===== config.mk =====
export PLATFORM = sky130hd
export DESIGN_NAME = odd_signal
export DESIGN_NICKNAME = d
export VERILOG_FILES = /design/src/rtl/odd_signal.sv
export SDC_FILE = /design/constraint.sdc
export NUM_CORES = 1
export LEC_CHECK = 0
export ABC_AREA = 1
export BUFFER_PORTS_ARGS = -buffer_cell sky130_fd_sc_hd__buf_2
export CAP_MARGIN = 20
export CORE_AREA = 3 3 40 42
export CTS_BUF_LIST = sky130_fd_sc_hd__clkbuf_8
export CTS_CLUSTER_SIZE = 28
export DETAILED_ROUTE_END_ITERATION = 12
export DIE_AREA = 0 0 43 45
export PLACE_DENSITY = 0.41
export SYNTH_ARGS = -nofsm -noshare
export SYNTH_HDL_FRONTEND = slang
export SYNTH_SLANG_ARGS = --single-unit
export TNS_END_PERCENT = 10

===== constraint.sdc =====
create_clock -name clk -period 0.8 [get_ports clk]
set_input_delay 0.08 -clock clk [delete_from_list [all_inputs] [get_ports clk]]
set_output_delay 0.08 -clock clk [all_outputs]
set_load 0.01 [all_outputs]

===== src/rtl/odd_signal.sv =====
// Registered 4-input odd-parity detector with popcount output.
// Optional running parity accumulator is compiled in with ODD_SIGNAL_ACC_EN.
module odd_signal #(
  parameter int unsigned CNT_W = 8
) (
  input  logic             clk,
  input  logic             rst_n,
  input  logic             in_valid,
  input  logic             a,
  input  logic             b,
  input  logic             c,
  input  logic             d,
  output logic             y,
  output logic [2:0]       ones_cnt,
  output logic             out_valid
`ifdef ODD_SIGNAL_ACC_EN
  ,
  input  logic             acc_clr,
  output logic             acc_y,
  output logic [CNT_W-1:0] odd_cnt
`endif
);

  logic       y_n;
  logic [2:0] ones_cnt_n;

  // Next-sample parity and popcount; only consumed when in_valid is high.
  always_comb begin
    y_n        = a ^ b ^ c ^ d;
    ones_cnt_n = 3'(a) + 3'(b) + 3'(c) + 3'(d);
  end

  always_ff @(posedge clk or negedge rst_n) begin
    if (!rst_n) begin
      y         <= 1'b0;
      ones_cnt  <= 3'd0;
      out_valid <= 1'b0;
    end else begin
      out_valid <= in_valid;
      if (in_valid) begin
        y        <= y_n;
        ones_cnt <= ones_cnt_n;
      end
    end
  end

`ifdef ODD_SIGNAL_ACC_EN
  localparam logic [CNT_W-1:0] CNT_MAX = '1;

  // A clear on the same edge as a sample restarts the stream at that sample.
  always_ff @(posedge clk or negedge rst_n) begin
    if (!rst_n) begin
      acc_y   <= 1'b0;
      odd_cnt <= '0;
    end else if (acc_clr) begin
      acc_y   <= in_valid & y_n;
      odd_cnt <= CNT_W'(in_valid & y_n);
    end else if (in_valid) begin
      acc_y <= acc_y ^ y_n;
      if (odd_cnt != CNT_MAX) begin
        odd_cnt <= odd_cnt + CNT_W'(y_n);
      end
    end
  end
`endif

endmodule


==> reports/qor.csv <==
stage,metric,value,unit
synthesis,synth-edff-count,0,
global_routing,grt_max_degree,7,
global_routing,grt_pass1_vias,295,
sta,setup_ws,-0.295,ns
synthesis,syn_area_per_cell,8.11,sq um
synthesis,syn-num-nets,46,
placed_design,place.gp.congestion,0.670,
clock_tree,cts_setup_buffers,0,
finish,n_antenna_cell,0,
routing,first_pass_iters,2,
floorplanning,io_pins,12,
power_and_ir_drop,power,0.976,mW
sta,fin_tns_setup,-0.706,ns
worst_setup_path,r2r-start,ones_cnt[0]$_DFFE_PN0P_,
finish,drive_gt1_share,49.1,%
worst_setup_path,cp-start-kind,input pin,
worst_setup_path,crit_arrival,1.20,ns
synthesis,netlist.area_leader.share,44.1,%
routing,dr_total_vias,276,
worst_hold_path,hold_class,in2reg,
floorplanning,rows,13,
routing,wl_per_cell,8.93,microns
sta,slew_viol_final,0,
clock_tree,root_buffer,clkbuf_8,
worst_hold_path,hold_depth,1,
worst_setup_path,cp_max_fo,2,
worst_setup_path,ff2ff_path_depth,2,
global_routing,antenna_found_initial,0,
synthesis,yosys_warnings,0,
outcome,status,"complete, but fails checks",
finish,final_nets,67,
global_routing,grt_pass1_wl,1120,microns
synthesis,syn_area,284,sq um
outcome,violations,negative setup slack,
synthesis,synth_common_cells,"15 x nand2_1, 8 x inv_1, 5 x dfrtp_1",
sta,min_period_over_period,137,%
floorplanning,start_util,22.1,%
clock_tree,clk_path_buf_depth,2,
routing,postRouteAntennaNets,0,
floorplanning,die-area,1940,sq um
clock_tree,cts_sinks,5,
sta,fmax,913,MHz
synthesis,synth-main-ff-cell,dfrtp_1,
power_and_ir_drop,powerDensity,1910,nW/um^2
synthesis,synth_cells,35,
routing,dr.first_iter.drc_count,1,
sta,slew-limit-headroom,92.3,%
placed_design,placement.setup.worst_slack,-0.691,ns
placed_design,io_buffers,11,
routing,routed_via_density,3.94,
worst_setup_path,required,0.91,ns
finish,area.growth.synth_to_final,80.2,%
worst_setup_path,rrSetupSlack,0.21,ns
worst_setup_path,r2r_end,ones_cnt[0]$_DFFE_PN0P_,
worst_setup_path,timing.critical_path.from,a,
floorplanning,die_w,43,microns
synthesis,synth_most_common_cell,nand2_1,
clock_tree,clk_latency,0.22,ns
sta,clock_skew,0,ns
sta,rsz0062_at_grt,true,
synthesis,ys_top_cells_by_area,"dfrtp_1 44%, nand2_1 20%, ha_1 13%",
clock_tree,cts.clk_slew.worst_paths,0.03,ns
floorplanning,fp.dieH,45,microns
global_routing,overflow,0,
clock_tree,cts_tree,done,
sta,fin_crit,1.09,ns
sta,hold_violations,0,
synthesis,seq_area_frac_synth,44.1,%
run,max-cap-violations,0,
worst_setup_path,slowest_stage,fa_1,
clock_tree,numCtsBuffers,3,
power_and_ir_drop,p_leak,0.284,nW
worst_hold_path,holdPathEnd,out_valid$_DFF_PN0_,
placed_design,hpwl,487,microns
worst_setup_path,slowest_delay,0.54,ns
synthesis,async_flop_share,100,%
floorplanning,coreArea,1280,sq um
worst_setup_path,critPathKind,in2reg,
worst_hold_path,hp-start,in_valid,
global_routing,track_usage,8.37,%
routing,route.detailed.drc,0,
finish,utilization,39.8,%
clock_tree,h-tree-depth,1,
sta,tightest_slew,0.115,ns
synthesis,synth_top_area_cell,dfrtp_1,
worst_setup_path,crit_chain,buf_6 -> inv_2 -> fa_1 -> inv_2 -> ha_4 -> ha_4 -> nand2_2 -> nand2_1,
worst_setup_path,cp-end-kind,register,
power_and_ir_drop,max-vdd-ir-drop,0.509,mV
synthesis,synth.distinct_cells,6,
routing,wirelength,625,microns
synthesis,ys_ff_latch,5,
sta,setup_viol_count_final,4,
-- critical path: cells and delay by family --
family                     cells  cell delay, ns
buffers and inverters          3            0.14
adders and majority gates      3            0.89
and+or+nand+nor                2            0.08
-- where the power goes --
group	total [mW]	internal, mW	switching (mW)
clock network	0.442	0.328	0.114
registers	0.299	0.286	0.0130
logic	0.234	0.116	0.118
-- logic make-up (layout without fill, tap and decap cells) --
group | Yosys count | in the layout | synth area share [%]
adder cells (fa/ha/maj) | 4 | 4 | 20.3
buffers and inverters | 8 | 28 | 10.6
flip-flops | 5 | 5 | 44.1
AND/OR/NAND/NOR | 18 | 18 | 25.1
-- layout by cell type, fill, tap and decap left out --
cell | Yosys | layout
dfrtp_1 | 5 | 5
fa_1 | 1 | 1
clkbuf_8 | 0 | 3
nand3_1 | 3 | 2
inv_2 | 0 | 3
inv_8 | 0 | 1
buf_2 | 0 | 9
buf_8 | 0 | 1
inv_1 | 8 | 5
nand2_2 | 0 | 1
buf_6 | 0 | 1
buf_4 | 0 | 4
dlygate4sd3_1 | 0 | 1
nand2_1 | 15 | 14
ha_4 | 0 | 3
nand3_2 | 0 | 1
-- state kept, by name, indices dropped and copies added, names as in the netlist --
register	count
y	1
ones_cnt	3
out_valid	1
-- through the flow --
step	instances	hold slack [ns]	instance area [sq um]
3_3_place_gp	65	-0.0989	398
4_1_cts	70	0.0525	507
5_1_grt	70	0.0653	512
3_5_place_dp	65	-0.104	398
2_1_floorplan	35	-0.216	294
6_report	70	0.0567	512
-- worst max path at each step --
stage                         endpoint  slack (ns)  depth (start not counted)
6_report       ones_cnt[1]$_DFFE_PN0P_       -0.29                          8
5_1_grt        ones_cnt[1]$_DFFE_PN0P_       -0.33                          8
4_1_cts        ones_cnt[1]$_DFFE_PN0P_       -0.29                          8
3_5_place_dp   ones_cnt[1]$_DFFE_PN0P_       -0.69                          8
3_3_place_gp   ones_cnt[1]$_DFFE_PN0P_       -0.68                          8
2_1_floorplan  ones_cnt[1]$_DFFE_PN0P_       -0.49                          7
-- area by class of cell --
type,count,area [sq um]
fillers,131,773
multi-input cells,22,174
flip-flops and latches,5,125
repair buffers,16,111
clock buffers,3,41.3
inverters,8,37.5
well taps,15,18.8
clock inverters,1,3.75
-- timing repair --
item / in CTS / in global routing
endpoints found under the hold margin: 5 / 0
pin swaps: 5 / 1
endpoints found under the setup margin: 7 / 8
resized for setup: 11 / 1
hold buffers: 1 / 0
-- metal layers --
layer / vias up / global-route usage (%) / routed length (microns)
li1: 143 / - / -
met1: 121 / 8.80 / 242
met4: 0 / 10.8 / 16
met3: 2 / 2.39 / 50
met2: 10 / 12.0 / 316
met5: - / 0 / 0
Power figures use the tool's default switching activity.
